$ cat src/rtl/data_access_unit_pkg.sv
// Shared definitions for the data access unit and the load/store buffer:
// access-type codes, FSM state encoding, byte-count and IO-address helpers.
package data_access_unit_pkg;

   localparam logic [1:0] ACC_NONE = 2'b00;
   localparam logic [1:0] ACC_BYTE = 2'b01;
   localparam logic [1:0] ACC_HALF = 2'b10;
   localparam logic [1:0] ACC_WORD = 2'b11;

   typedef enum logic [1:0] {
      ST_IDLE,
      ST_READ,
      ST_WRITE,
      ST_DONE
   } state_t;

   // Number of bytes moved by an access type.
   function automatic logic [2:0] acc_bytes(input logic [1:0] t);
      case (t)
         ACC_BYTE: return 3'd1;
         ACC_HALF: return 3'd2;
         ACC_WORD: return 3'd4;
         default:  return 3'd0;
      endcase
   endfunction

   // IO region: both selector bits set.
   function automatic logic is_io_addr(input logic [31:0] addr,
                                       input logic [4:0]  hi,
                                       input logic [4:0]  lo);
      return addr[hi] & addr[lo];
   endfunction

endpackage

$ cat src/rtl/load_data_extender.sv
// Combinational read-data extender: byte/half results are sign- or
// zero-extended to 32 bits. Ports: i_buf, i_type, i_signed -> o_data.
module load_data_extender
   import data_access_unit_pkg::*;
(
   input  logic [31:0] i_buf,
   input  logic [1:0]  i_type,
   input  logic        i_signed,
   output logic [31:0] o_data
);

   always_comb begin
      o_data = i_buf;
      case (i_type)
         ACC_BYTE: o_data = {{24{i_signed & i_buf[7]}}, i_buf[7:0]};
         ACC_HALF: o_data = {{16{i_signed & i_buf[15]}}, i_buf[15:0]};
         default:  o_data = i_buf;
      endcase
   end

endmodule

$ cat src/rtl/data_access_unit.sv
// Serialises load/store-buffer requests into little-endian byte accesses
// on the 8-bit memory port. Request in: accessType/readWriteIn/signedIn/
// dataAddr/dataIn; results: dataValid/dataOut, dataWriteSuc, busy;
// memory: memIn/memOut/memAddr/memWrite, IO back-pressure ioBufferFull.
module data_access_unit
   import data_access_unit_pkg::*;
#(
   parameter int IO_SEL_HI = 17,
   parameter int IO_SEL_LO = 16
) (
   input  logic        clockIn,
   input  logic        resetIn,
   input  logic        clearIn,
   input  logic [1:0]  accessType,
   input  logic        readWriteIn,
   input  logic        signedIn,
   input  logic [31:0] dataAddr,
   input  logic [31:0] dataIn,
   output logic        dataValid,
   output logic [31:0] dataOut,
   output logic        dataWriteSuc,
   output logic        busy,
   input  logic [7:0]  memIn,
   output logic [7:0]  memOut,
   output logic [31:0] memAddr,
   output logic        memWrite,
   input  logic        ioBufferFull
);

   localparam logic [4:0] SEL_HI = IO_SEL_HI[4:0];
   localparam logic [4:0] SEL_LO = IO_SEL_LO[4:0];

   state_t      r_state;
   logic [31:0] r_addr;
   logic [31:0] r_wdata;
   logic [1:0]  r_type;
   logic        r_signed;
   logic [2:0]  r_n;
   // READ: edges seen since acceptance. WRITE: bytes put on the port.
   logic [2:0]  r_cnt;
   logic [31:0] r_buf;
   logic [31:0] r_data_out;
   logic        r_valid;
   logic        r_wsuc;
   logic        r_busy;
   logic [7:0]  r_mem_out;
   logic [31:0] r_mem_addr;
   logic        r_mem_wr;

   logic        w_accept;
   logic [31:0] w_byte_addr;
   logic [31:0] w_next_addr;
   logic [7:0]  w_wr_byte;
   logic        w_stall;
   logic        w_stall_new;
   logic [1:0]  w_cap_idx;
   logic [31:0] w_buf_next;
   logic [31:0] w_ext;

   assign w_accept = (r_state == ST_IDLE || r_state == ST_DONE)
                   && accessType != ACC_NONE && !clearIn;

   assign w_byte_addr = r_addr + {29'd0, r_cnt};
   assign w_next_addr = r_addr + {29'd0, r_cnt + 3'd1};
   assign w_wr_byte   = r_wdata[{r_cnt[1:0], 3'b000} +: 8];
   assign w_stall     = ioBufferFull
                      & is_io_addr(w_byte_addr, SEL_HI, SEL_LO);
   assign w_stall_new = ioBufferFull
                      & is_io_addr(dataAddr, SEL_HI, SEL_LO);

   // memIn carries the byte addressed one cycle earlier.
   assign w_cap_idx = r_cnt[1:0] - 2'd1;

   always_comb begin
      w_buf_next = r_buf;
      w_buf_next[{w_cap_idx, 3'b000} +: 8] = memIn;
   end

   load_data_extender u_ext (
      .i_buf    (w_buf_next),
      .i_type   (r_type),
      .i_signed (r_signed),
      .o_data   (w_ext)
   );

   always_ff @(posedge clockIn or posedge resetIn) begin
      if (resetIn) begin
         r_state    <= ST_IDLE;
         r_addr     <= '0;
         r_wdata    <= '0;
         r_type     <= ACC_NONE;
         r_signed   <= 1'b0;
         r_n        <= '0;
         r_cnt      <= '0;
         r_buf      <= '0;
         r_data_out <= '0;
         r_valid    <= 1'b0;
         r_wsuc     <= 1'b0;
         r_busy     <= 1'b0;
         r_mem_out  <= '0;
         r_mem_addr <= '0;
         r_mem_wr   <= 1'b0;
      end else begin
         r_valid <= 1'b0;
         r_wsuc  <= 1'b0;
         unique case (r_state)
            ST_IDLE, ST_DONE: begin
               r_mem_wr <= 1'b0;
               if (w_accept) begin
                  r_addr     <= dataAddr;
                  r_wdata    <= dataIn;
                  r_type     <= accessType;
                  r_signed   <= signedIn;
                  r_n        <= acc_bytes(accessType);
                  r_busy     <= 1'b1;
                  r_mem_addr <= dataAddr;
                  if (readWriteIn) begin
                     r_state <= ST_READ;
                     r_cnt   <= 3'd0;
                  end else begin
                     r_state   <= ST_WRITE;
                     r_mem_out <= dataIn[7:0];
                     r_mem_wr  <= !w_stall_new;
                     r_cnt     <= w_stall_new ? 3'd0 : 3'd1;
                  end
               end else begin
                  r_state <= ST_IDLE;
                  r_busy  <= 1'b0;
               end
            end
            ST_READ: begin
               if (clearIn) begin
                  r_state    <= ST_IDLE;
                  r_busy     <= 1'b0;
                  r_mem_addr <= '0;
               end else begin
                  if (r_cnt != 3'd0) r_buf <= w_buf_next;
                  if (r_cnt == r_n) begin
                     r_data_out <= w_ext;
                     r_valid    <= 1'b1;
                     r_busy     <= 1'b0;
                     r_state    <= ST_DONE;
                  end else if (r_cnt + 3'd1 < r_n) begin
                     r_mem_addr <= w_next_addr;
                  end
                  r_cnt <= r_cnt + 3'd1;
               end
            end
            ST_WRITE: begin
               // Stores run to completion; clearIn is not looked at here.
               if (r_cnt == r_n) begin
                  r_mem_wr <= 1'b0;
                  r_wsuc   <= 1'b1;
                  r_busy   <= 1'b0;
                  r_state  <= ST_DONE;
               end else begin
                  r_mem_addr <= w_byte_addr;
                  r_mem_out  <= w_wr_byte;
                  r_mem_wr   <= !w_stall;
                  if (!w_stall) r_cnt <= r_cnt + 3'd1;
               end
            end
         endcase
      end
   end

   assign dataValid    = r_valid;
   assign dataOut      = r_data_out;
   assign dataWriteSuc = r_wsuc;
   assign busy         = r_busy;
   assign memOut       = r_mem_out;
   assign memAddr      = r_mem_addr;
   assign memWrite     = r_mem_wr;

endmodule
$ cat config.mk
export PLATFORM = sky130hd
export DESIGN_NAME = data_access_unit
export DESIGN_NICKNAME = d
export VERILOG_FILES = /design/src/rtl/data_access_unit_pkg.sv /design/src/rtl/load_data_extender.sv /design/src/rtl/data_access_unit.sv
export SDC_FILE = /design/constraint.sdc
export NUM_CORES = 1
export LEC_CHECK = 0
export CAP_MARGIN = 20
export CORE_UTILIZATION = 40
export DETAILED_ROUTE_END_ITERATION = 12
export MAX_ROUTING_LAYER = met4
export REMOVE_ABC_BUFFERS = 1
export SLEW_MARGIN = 20
export SYNTH_ARGS = -nofsm -noshare
export SYNTH_HDL_FRONTEND = slang
export SYNTH_SLANG_ARGS = --single-unit
$ cat constraint.sdc
create_clock -name clockIn -period 9.7 [get_ports clockIn]
set_clock_uncertainty 0.15 [all_clocks]
set_input_delay 2.425 -clock clockIn [delete_from_list [all_inputs] [get_ports clockIn]]
set_output_delay 2.425 -clock clockIn [all_outputs]
set_load 0.05 [all_outputs]
* After elaboration in Yosys (flattened, before gate mapping)
Index checks and enable logic that the tools add are counted.
** Operators by class
- $mul :: 0
- $lt $le $gt $ge :: 1
- Bitwise logic cells :: 7
- Add/sub/neg operators :: 5
- Reduce and logical (&&, ||, !) cells :: 17
- Div/mod/pow operators :: 0
- Equality and inequality tests :: 16
- Mux-type cells :: 37
- Shift-type cells :: 3
** Operators by type and width (count)
- $mux 32 :: 5
- $pmux 32 s3 :: 1
- $add 32x3->32 :: 2
- $pmux 32 s2 :: 1
- $bwmux 32 :: 1
- $shift 8x7->32 const A :: 1
- $shiftx 32x6->8 :: 1
- $shiftx 8x7->32 :: 1
- $mux 8 :: 3
- $pmux 3 s3 :: 2
- $pmux 8 s2 :: 1
- $mux 1 :: 12
- $mux 3 :: 4
- $reduce_and 4->1 :: 3
- $eq 2x2->1 const B :: 5
- $ne 2x2->1 const B :: 5
- $mux 2 :: 4
- $neg 5->7 :: 1
- $and 1x1->1 :: 6
- $eq 2x1->1 const B :: 3
- $ne 3x3->1 const B :: 2
- $pmux 2 s3 :: 1
- $reduce_and 3->1 :: 2
- $reduce_bool 2->1 :: 2
- 14 further kinds :: 17
** Storage, ports and cells
- Memory bits (writable) :: 0
- Bits in latches :: 0
- Memories kept :: 0
- Bits of input ports :: 80
- Logic and storage cells :: 101
- Register bits :: 183
- Output and inout port bits :: 76
- ROM bits :: 0

* Depth between registers and ports, before layout
Gate-level depths: netlist (run 1).
- Depth in word-level cells :: 6
- Gate-level depth with buffers :: 12
- Depth with buffers taken out :: 10

* Cells and area by module
A second synthesis (run 1) with hierarchy kept.
** Second synthesis, totals
- Cells, all modules :: 1085
- Area, all modules :: 9987.1 µm²
** Modules (own cells, without submodules)
- data_access_unit :: instances 1, cells each 1023, area each 9606.7 µm², sequential area each 4579.4 µm²
- load_data_extender :: instances 1, cells each 62, area each 380.4 µm², sequential area each 0.0 µm²

* Least setup slack after synthesis (run 1)
Ideal clock, no wire load.
- Kind :: input to register
- Start :: input port clearIn
- End :: register r_mem_addr[4] (netlist: memAddr[4])
- Library setup time :: 125 ps
- Slack :: 5617 ps
- Data arrival time :: 3808 ps
- Path buffers :: 2
- Stages on the path :: 6
- Cell sequence :: nand2b_1 -> buf_2 -> nand2_1 -> a221oi_4 -> buf_2 -> mux2_2
** Between the ends
- Cells in the longest elaborated chain, start to end :: 4
- Elaborated cells on any way between the ends :: 8
** Ends and longest elaborated chain
- from (decl) :: RTL line data_access_unit.sv:13 : input logic clearIn,
- $logic_not 1->1 :: RTL line data_access_unit.sv:61 : && accessType != ACC_NONE && !clearIn;
- $logic_and 1x1->1 :: RTL line data_access_unit.sv:61
- $ne 2x2->1 (no line)
- $reduce_and 4->1 (no line)
- to (signal assigned) :: RTL line data_access_unit.sv:116 : r_mem_addr <= dataAddr;
- to (signal assigned) :: RTL line data_access_unit.sv:144 : r_mem_addr <= w_next_addr;
- to (signal assigned) :: RTL line data_access_unit.sv:157 : r_mem_addr <= w_byte_addr;
- to (decl) :: RTL line data_access_unit.sv:47 : logic [31:0] r_mem_addr;
Several ways; a longest one is shown, not always the timed one.
A chain may end at the register's enable or synchronous reset.

* Worst setup path in the final report (run 1)
Same ends and word-level chain as after synthesis.

==> results.yml, run 1 <==
clocking:
  cts_root_buffer: "sky130_fd_sc_hd__clkbuf_16"
  post_cts_resize_count: 0
  tritoncts.num_buffers: 17
  worst_skew_pair.late_latency_ns: 0.43
  path_clk_slew_ns: 0.07
  total_number_of_clock_tree_sinks: 183
  ctsHtreeMaxLevel: 4
  cts.hold.buffers_added: 0
  clock_tree_from_tritoncts: "built"
  post_cts_setup_buffer_count: 0
  cts_max_path_buffers: 2
sta:
  relSlewSlack_pct: 35.1
  slew_at_the_pin_with_the_worst_max_slew_slack_ns: 0.973
  report.final.slew_viol_count: 0
  hold_viol: 0
  setup_viol_count_final: 0
  period_needed_ns: 5.35
  top_achievable_clock_speed_mhz: 187
  grt_setup_unrepaired: "false"
  fin_hold_ws_ns: 0.325
  fin_tns_setup_ns: 0
  post-route-period-util_pct: 55.2
setup_path:
  critPathLaunchType: "input port"
  worstSetupPathType: "input port to register"
  regToRegEndpoint: "memAddr[22]$_DFFE_PP0P_"
  worst-endpoint-required_ns: 9.87
  worst_r2r_path_depth: 10
  crit_arrival_ns: 5.52
  rr_startpoint: "r_cnt[1]$_DFFE_PP0P_"
  critical_path.endpoint_type: "register"
  crit_path_max_fanout: 67
  reg2reg_setup_slack_ns: 5.25
final_layout:
  most-common-layout-cells: "288 x sky130_fd_sc_hd__nand2_1, 183 x sky130_fd_sc_hd__dfrtp_1, 155 x sky130_fd_sc_hd__clkdlybuf4s50_1"
  fin_cells: 1521
  layout-drive-gt1-share_pct: 8.15
  area_delta_synth_final_pct: 24.6
  num_antenna_cells: 0
  layout.cells.most_common: "sky130_fd_sc_hd__nand2_1"
  num-nets-final: 1290
grt:
  grt_antenna_before_repair: 0
  maximum_number_of_pins_on_one_net_before_global_route_repair: 78
  via_count_of_the_first_global_routing_pass: 8109
  global_route_wire_length_before_repair_um: 43600
  global_route.usage.total_pct: 23.4
  grt.overflow.total: 0
floorplanning:
  num_io_pins: 156
  dieArea_sq_um: 24800
  die_x_um: 158
  die_h_um: 158
  core.rowCount: 56
  core_sq_um: 23600
  initial_core_util_pct: 41.0
min_path:
  worstHoldPathType: "register to register"
  min_from: "r_buf[15]$_DFFE_PP0P_"
  hold_path_cell_cnt: 2
  min_delay_worst_endpoint: "r_buf[15]$_DFFE_PP0P_"
detailed_routing:
  detail_route.first_pass.iterations: 5
  antenna_left: 0
  detail_route.iter0.violations: 526
  totalWireLength_um: 26800
  drt-wirelength-per-cell_um: 17.6
  per_cell_via_count_in_the_routed_design: 5.39
  route.vias.total: 8194
  remaining_drc_errors: 0
yosys:
  yosys_most_used_dff: "sky130_fd_sc_hd__dfrtp_1"
  synth_cells: 1065
  postSynth.asyncResetShare_pct: 100
  synth_enable_flop_cells: 0
  yosys_warnings: 0
  ys_seq_area_share_pct: 47.3
  mappedNetlistArea_sq_um: 9670
  synth_seq_cells: 183
  synth_cell_type_count: 78
  mean_syn_cell_area_sq_um: 9.08
place:
  finalWeightedCongestion: 0.872
  place.detailed.instances: 1489
  hpwl_um: 18000
  port_buffers: 155
power:
  power.density_cell_area_nw_per_um2: 339
  vdd.ir_drop.worst_mv: 0.158
  power.leakage_nw: 5.30
run:
  cap_violations: 0
run_status:
  outcome: "finished, final reports clean"
## through the flow
| step | total power [mW] | cell area (sq um) | setup WS [ns] | util [%] |
|---|---|---|---|---|
| 2_1_floorplan | 2.69 | 9400 | 2.15 | - |
| 3_3_place_gp | 3.36 | 11500 | 3.98 | 48.5 |
| 3_5_place_dp | 3.39 | 11500 | 3.91 | 48.5 |
| 4_1_cts | 4.11 | 12000 | 4.37 | 51.0 |
| 5_1_grt | 4.34 | 12000 | 4.13 | 51.0 |
| 6_report | 4.08 | 12000 | 4.35 | 51.0 |
## worst max-delay path, stage by stage
cell and delay, ns:
sky130_fd_sc_hd__clkdlybuf4s50_1 0.49, sky130_fd_sc_hd__nor2b_1 0.61, sky130_fd_sc_hd__o21ai_4 0.09, sky130_fd_sc_hd__buf_4 0.39, sky130_fd_sc_hd__a221oi_4 0.79, sky130_fd_sc_hd__buf_4 0.33
sky130_fd_sc_hd__mux2_2 0.35
## sequential cells by signal (all words and copies together) (netlist names)
register and cells:
busy 1, dataOut 32, dataValid 1, dataWriteSuc 1
memAddr 32, memOut 8, memWrite 1, r_addr 32
r_buf 32, r_cnt 3, r_n 3, r_signed 1
r_state 2, r_type 2, r_wdata 32
## cell usage after synthesis, types with 4 or more instances
| library cell | n | area [sq um] |
|---|---|---|
| sky130_fd_sc_hd__mux2_2 | 19 | 214 |
| sky130_fd_sc_hd__nor2_1 | 58 | 218 |
| sky130_fd_sc_hd__mux4_2 | 8 | 180 |
| sky130_fd_sc_hd__and3_1 | 11 | 68.8 |
| sky130_fd_sc_hd__ha_1 | 19 | 238 |
| sky130_fd_sc_hd__nor2b_1 | 22 | 138 |
| sky130_fd_sc_hd__mux2i_1 | 14 | 140 |
| sky130_fd_sc_hd__nand4_1 | 11 | 68.8 |
| sky130_fd_sc_hd__o21ai_0 | 81 | 405 |
| sky130_fd_sc_hd__o21ai_1 | 5 | 25.0 |
| sky130_fd_sc_hd__buf_2 | 18 | 90.1 |
| sky130_fd_sc_hd__a221oi_1 | 9 | 78.8 |
| sky130_fd_sc_hd__o22a_1 | 8 | 70.1 |
| sky130_fd_sc_hd__o211ai_1 | 8 | 60.1 |
| sky130_fd_sc_hd__nor3_1 | 12 | 60.1 |
| sky130_fd_sc_hd__inv_1 | 29 | 109 |
| sky130_fd_sc_hd__a31oi_1 | 4 | 25.0 |
| sky130_fd_sc_hd__nand2b_1 | 6 | 37.5 |
| sky130_fd_sc_hd__a41oi_1 | 7 | 61.3 |
| sky130_fd_sc_hd__a21o_1 | 9 | 67.6 |
| sky130_fd_sc_hd__nand3_1 | 19 | 95.1 |
| sky130_fd_sc_hd__dfrtp_1 | 183 | 4580 |
| sky130_fd_sc_hd__xor2_1 | 4 | 35.0 |
| sky130_fd_sc_hd__and2_1 | 4 | 25.0 |
| sky130_fd_sc_hd__a22oi_1 | 4 | 30.0 |
| sky130_fd_sc_hd__o21a_1 | 5 | 37.5 |
| sky130_fd_sc_hd__a21oi_1 | 67 | 335 |
| sky130_fd_sc_hd__a22o_1 | 20 | 175 |
| sky130_fd_sc_hd__nand2_1 | 288 | 1080 |
| sky130_fd_sc_hd__o22ai_1 | 5 | 31.3 |
| sky130_fd_sc_hd__xnor2_1 | 6 | 52.6 |
| sky130_fd_sc_hd__clkbuf_1 | 38 | 143 |
## kinds of logic (layout without fill, tap and decap cells)
logic type,Yosys count,count (layout),synth area share [%]
adders and majority gates,21,21,2.87
xor gates and xnor gates,12,12,1.36
buffers and inverters,93,230,4.00
and+or+nand+nor,447,447,20.5
muxes,41,41,5.52
DFF,183,183,47.3
AOI/OAI and AO/OA,268,268,18.4
## worst max-delay path by stage
stage	start	to	slack [ns]	cells past startpoint
finish	clearIn	memAddr[4]$_DFFE_PP0P_	4.35	7
global route	clearIn	memAddr[4]$_DFFE_PP0P_	4.13	7
CTS	clearIn	memAddr[4]$_DFFE_PP0P_	4.37	7
detailed placement	clearIn	memAddr[6]$_DFFE_PP0P_	3.91	7
global placement	clearIn	memAddr[4]$_DFFE_PP0P_	3.98	7
floorplan	resetIn	busy$_DFF_PP0_	2.15	1
## final cells by class
cell class / count / area [sq um]
fillers: 2245 / 11600
multi-input cells: 789 / 4720
flip-flops and latches: 183 / 4580
repair buffers: 167 / 1640
clock buffers: 17 / 425
well taps: 319 / 399
clock inverters: 15 / 161
inverters: 31 / 121
## power breakdown
| group | switching [mW] | internal [mW] | leakage, nW |
|---|---|---|---|
| logic | 1.32 | 0.726 | 2.70 |
| registers | 0.259 | 1.07 | 2.32 |
| clock network | 0.339 | 0.366 | 0.282 |
## per-layer routing
metal	GRT usage, %	up-vias	routed length, um
li1	-	3955	-
met1	31.9	3958	12800
met2	35.6	245	12200
met3	3.61	36	1380
met4	7.21	0	449
met5	-	-	0
Note: power is estimated with default switching activity, not from simulation.
==> run 2: changes to the inputs <==
Clock period 9.7 ns to 5.1 ns, I/O delays scaled along.
==> run 2 against run 1 <==
Largest cell class unchanged. Sequential share of layout area decreased by 0.35 points. Count of clock-buffer cells in the layout increased by 1. Combinational power is 93% higher. First-iteration DRC count shrank 4.2%. Total power grew 93%. Hold slack worse by 0.0036 ns.
==> results.yml, run 2 (synthesis gave the netlist of run 1 again) <==
floorplanning:
  die_h_um: 158
  num_io_pins: 156
  dieArea_sq_um: 24800
  core_sq_um: 23600
  core.rowCount: 56
  die_x_um: 158
  initial_core_util_pct: 41.0
grt:
  global_route_wire_length_before_repair_um: 43500
  global_route.usage.total_pct: 23.5
  grt.overflow.total: 0
  via_count_of_the_first_global_routing_pass: 7861
  grt_antenna_before_repair: 0
  maximum_number_of_pins_on_one_net_before_global_route_repair: 92
final_layout:
  area_delta_synth_final_pct: 25.7
  num-nets-final: 1296
  layout.cells.most_common: "sky130_fd_sc_hd__nand2_1"
  layout-drive-gt1-share_pct: 8.53
  fillerInstances: 2246
  num_antenna_cells: 0
  fin_cells: 1526
  most-common-layout-cells: "288 x sky130_fd_sc_hd__nand2_1, 183 x sky130_fd_sc_hd__dfrtp_1, 155 x sky130_fd_sc_hd__clkdlybuf4s50_1"
  layout.core_utilization_pct: 51.5
power:
  share_comb_of_total_power_pct: 49.9
  cellInternalPower_mw: 4.25
  power.leakage_nw: 5.36
  vdd.ir_drop.worst_mv: 0.365
  netSwitchingFraction_pct: 46.2
  switching_power_mw: 3.64
  power.density_cell_area_nw_per_um2: 649
  clockPowerShare_pct: 18.0
  seq_power_share_pct: 32.1
min_path:
  worstHoldPathType: "register to register"
sta:
  relSlewSlack_pct: 42.7
  fin_hold_ws_ns: 0.322
  post-route-period-util_pct: 75.7
  period_needed_ns: 3.86
  slew_at_the_pin_with_the_worst_max_slew_slack_ns: 0.859
  setup_viol_count_final: 0
  top_achievable_clock_speed_mhz: 259
  grt_setup_unrepaired: "false"
  report.final.slew_viol_count: 0
  hold_viol: 0
clocking:
  total_number_of_clock_tree_sinks: 183
  path_clk_slew_ns: 0.07
  ctsHtreeMaxLevel: 4
  post_cts_setup_buffer_count: 0
  tritoncts.num_buffers: 17
  cts_root_buffer: "sky130_fd_sc_hd__clkbuf_16"
  clock_tree_from_tritoncts: "built"
  cts.hold.buffers_added: 0
  post_cts_resize_count: 0
  cts_max_path_buffers: 2
  worst_skew_pair.late_latency_ns: 0.44
detailed_routing:
  totalWireLength_um: 27100
  remaining_drc_errors: 0
  detail_route.iter0.violations: 504
  detail_route.first_pass.iterations: 5
  route.vias.total: 8206
  drt-wirelength-per-cell_um: 17.8
  per_cell_via_count_in_the_routed_design: 5.38
  antenna_left: 0
place:
  hpwl_um: 18200
  finalWeightedCongestion: 0.884
  port_buffers: 155
  place.detailed.instances: 1495
setup_path:
  critical_path.endpoint_type: "register"
  crit_path_max_fanout: 66
  worstSetupPathType: "input port to register"
  reg2reg_setup_slack_ns: 1.43
  critPathLaunchType: "input port"
  crit_arrival_ns: 4.03
  worst-endpoint-required_ns: 5.27
run:
  cap_violations: 0
run_status:
  outcome: "finished, final reports clean"
## run 2: changes by cell type in the layout (fill, tap and decap cells not counted), sizes merged
cell      delta
clkinv       -2
bufinv       +2
clkinvlp     -2
clkbuf       +1
buf          +6
## run 2: final cells by class
type | count | area (sq um) | share of cell area [%]
well taps | 319 | 399 | 3.28
repair buffers | 173 | 1710 | 14.1
multi-input cells | 789 | 4720 | 38.9
clock inverters | 13 | 185 | 1.52
clock buffers | 18 | 439 | 3.61
flip-flops and latches | 183 | 4580 | 37.7
inverters | 31 | 121 | 0.998
## run 2: final timing paths
path	from	to	depth (start not counted)
min in group asynchronous	resetIn	dataOut[16]$_DFFE_PP0P_	2
worst min-delay path	r_wdata[27]$_DFFE_PP0P_	r_wdata[27]$_DFFE_PP0P_	2
worst min register to register	r_wdata[27]$_DFFE_PP0P_	r_wdata[27]$_DFFE_PP0P_	2
worst max register to register	r_cnt[0]$_DFFE_PP0P_	memAddr[22]$_DFFE_PP0P_	10
max in group asynchronous	resetIn	r_addr[16]$_DFFE_PP0P_	3
worst max-delay path	clearIn	r_cnt[2]$_DFFE_PP0P_	7
## run 2: per-stage QoR
step	power (mW)	area (sq um)	setup TNS, ns	setup slack [ns]
after floorplan	5.12	9400	-237.41	-1.30
after global placement	6.43	11500	0	0.874
after detailed placement	6.48	11500	0	0.765
after CTS	7.92	12200	0	1.24
after global routing	8.40	12200	0	1.08
final	7.89	12200	0	1.24
## run 2: worst max-delay path, cell delays in order
cell and delay (ns):
sky130_fd_sc_hd__clkdlybuf4s50_1 0.47, sky130_fd_sc_hd__nor2b_1 0.62, sky130_fd_sc_hd__o21ai_4 0.12, sky130_fd_sc_hd__buf_4 0.39, sky130_fd_sc_hd__a221oi_1 0.69, sky130_fd_sc_hd__nand2_2 0.10, sky130_fd_sc_hd__a221o_1 0.37
## run 2: layer usage
layer / track usage, % / wire length, um / vias to the layer above
li1: - / - / 3967
met1: 32.6 / 12900 / 3977
met2: 35.9 / 12600 / 234
met3: 3.55 / 1250 / 28
met4: 5.69 / 359 / 0
met5: - / 0 / -
## run 2: power by group through the flow
stage               clock network [mW]  registers [mW]  logic (mW)
global route                      1.51            2.61        4.27
detailed placement                   0            2.55        3.94
finish                            1.42            2.53        3.94
CTS                               1.44            2.53        3.95
floorplan                            0            3.43        1.70
global placement                     0            2.54        3.89
==> run 3: changes to the inputs <==
Clock period 5.1 ns to 3.35 ns, I/O delays scaled along.
==> run 3 against run 2 <==
Largest cell class unchanged. Cell count is 2.0% higher. Via count is 1.7% higher. Die area stayed put. Register-to-register slack worse by 1.2 ns. Flip-flop and latch count stayed put. Hold slack better by 0.0020 ns. Clock power is 49% higher.
==> results.yml, run 3 (synthesis gave the netlist of run 1 again) <==
setup_path:
  rr_startpoint: "r_cnt[1]$_DFFE_PP0P_"
  standard_cell_with_the_maximum_stage_delay_on_the_critical_path: "sky130_fd_sc_hd__a221oi_2"
  regToRegEndpoint: "memAddr[19]$_DFFE_PP0P_"
  worstSetupPathType: "register to register"
  worst-endpoint-required_ns: 3.51
  worst_r2r_path_depth: 10
  crit_arrival_ns: 3.30
  critPathLaunchType: "register"
  reg2reg_setup_slack_ns: 0.21
  crit_path_max_fanout: 7
  critical_path.endpoint_type: "register"
  worstPathCellList: "inv_1, ha_1, buf_4, ha_1, a21o_1, a21o_1, a22oi_1, nor2_1, a221oi_2, o21ai_1"
  timing.critical_path.slowest_cell_delay_ns: 0.45
clocking:
  cts_max_path_buffers: 2
  cts.hold.buffers_added: 0
  post_cts_resize_count: 0
  tritoncts.num_buffers: 17
  clock_tree_from_tritoncts: "built"
  worst_skew_pair.late_latency_ns: 0.44
  total_number_of_clock_tree_sinks: 183
  ctsHtreeMaxLevel: 4
  post_cts_setup_buffer_count: 0
  cts_root_buffer: "sky130_fd_sc_hd__clkbuf_16"
  path_clk_slew_ns: 0.07
final_layout:
  finalInstanceArea_sq_um: 12400
  area_delta_synth_final_pct: 28.1
  num-nets-final: 1325
  layout-drive-gt1-share_pct: 10.8
  fillerInstances: 2263
  most-common-layout-cells: "288 x sky130_fd_sc_hd__nand2_1, 183 x sky130_fd_sc_hd__dfrtp_1, 155 x sky130_fd_sc_hd__clkdlybuf4s50_1"
  num_antenna_cells: 0
  layout.cells.most_common: "sky130_fd_sc_hd__nand2_1"
place:
  hpwl_um: 19400
  finalWeightedCongestion: 0.872
  port_buffers: 155
  dp_slack_ns: 0.0930
  dpl_cell_area_sq_um: 11800
detailed_routing:
  totalWireLength_um: 27600
  drt-wirelength-per-cell_um: 17.7
  antenna_left: 0
  detail_route.iter0.violations: 449
  detail_route.first_pass.iterations: 5
  per_cell_via_count_in_the_routed_design: 5.37
  remaining_drc_errors: 0
  route.vias.total: 8348
floorplanning:
  initial_core_util_pct: 41.0
  die_x_um: 158
  num_io_pins: 156
  die_h_um: 158
  core.rowCount: 56
  core_sq_um: 23600
  dieArea_sq_um: 24800
power:
  power.leakage_nw: 5.51
  cellInternalPower_mw: 6.47
  power.density_cell_area_nw_per_um2: 981
  clockPowerShare_pct: 17.4
  share_comb_of_total_power_pct: 50.9
  seq_power_share_pct: 31.7
  vdd.ir_drop.worst_mv: 0.530
  netSwitchingFraction_pct: 46.8
  switching_power_mw: 5.69
sta:
  fin_tns_setup_ns: 0
  period_needed_ns: 3.14
  top_achievable_clock_speed_mhz: 318
  timing.final.ws_setup_ns: 0.210
  post-route-period-util_pct: 93.7
  hold_viol: 0
  relSlewSlack_pct: 45.6
  grt_setup_unrepaired: "false"
  report.final.slew_viol_count: 0
  setup_viol_count_final: 0
  slew_at_the_pin_with_the_worst_max_slew_slack_ns: 0.809
grt:
  grt_antenna_before_repair: 0
  maximum_number_of_pins_on_one_net_before_global_route_repair: 54
  grt.overflow.total: 0
  global_route.usage.total_pct: 24.1
  global_route_wire_length_before_repair_um: 44800
  via_count_of_the_first_global_routing_pass: 8151
min_path:
  hold_path_cell_cnt: 2
  worstHoldPathType: "register to register"
  min_from: "r_wdata[23]$_DFFE_PP0P_"
  min_delay_worst_endpoint: "r_wdata[23]$_DFFE_PP0P_"
run:
  cap_violations: 0
run_status:
  outcome: "finished, final reports clean"
==> run 3: layer usage <==
| metal | wire [um] | global-route usage (%) | part of all wire [%] | vias to the layer above |
|---|---|---|---|---|
| met5 | 0 | - | 0 | - |
| li1 | - | - | - | 4047 |
| met4 | 342 | 5.87 | 1.2 | 0 |
| met3 | 1060 | 2.56 | 3.8 | 23 |
| met1 | 13500 | 33.7 | 49 | 4068 |
| met2 | 12700 | 37.5 | 46 | 210 |
==> run 3: worst max path at each step <==
stage	startpoint	end	slack, ns	cells after the start
2_1_floorplan	resetIn	busy$_DFF_PP0_	-2.61	1
3_3_place_gp	clearIn	memAddr[19]$_DFFE_PP0P_	0.15	7
3_5_place_dp	r_cnt[1]$_DFFE_PP0P_	memAddr[19]$_DFFE_PP0P_	0.09	10
4_1_cts	r_cnt[1]$_DFFE_PP0P_	memAddr[19]$_DFFE_PP0P_	0.08	10
5_1_grt	r_cnt[1]$_DFFE_PP0P_	memAddr[19]$_DFFE_PP0P_	0.13	10
6_report	r_cnt[1]$_DFFE_PP0P_	memAddr[19]$_DFFE_PP0P_	0.21	10
==> run 3: through the flow <==
step	hold slack, ns	total power, mW	util (%)	instances
CTS	0.327	12.2	52.5	1556
finish	0.324	12.2	52.5	1556
floorplan	0.288	7.80	-	1003
global placement	0.304	10.0	49.8	1524
global route	0.344	12.9	52.5	1556
detailed placement	0.308	10.1	49.8	1524
==> run 3: cell type report <==
type | count | area [sq um] | share of cell area, %
sequential | 183 | 4580 | 37.0
multi-input combinational | 789 | 4730 | 38.1
inverter | 31 | 121 | 0.979
clock buffer | 17 | 425 | 3.43
tap | 319 | 399 | 3.22
timing repair buffer | 202 | 1940 | 15.7
clock inverter | 15 | 200 | 1.62
==> run 3: critical path: cells and delay by family, from the launching register on <==
family                   cells  cell delay [ns]
AND/OR/NAND/NOR              1             0.18
flip-flops                   1             0.44
adder cells (fa/ha/maj)      2             0.57
AO/OA/AOI/OAI                5             1.39
buffers and inverters        2             0.29
==> run 3: power by group through the flow <==
stage	clock network (mW)	registers (mW)	logic, mW
detailed placement	0	3.88	6.19
global route	2.24	3.98	6.72
CTS	2.15	3.85	6.22
floorplan	0	5.22	2.58
finish	2.12	3.86	6.19
global placement	0	3.87	6.14
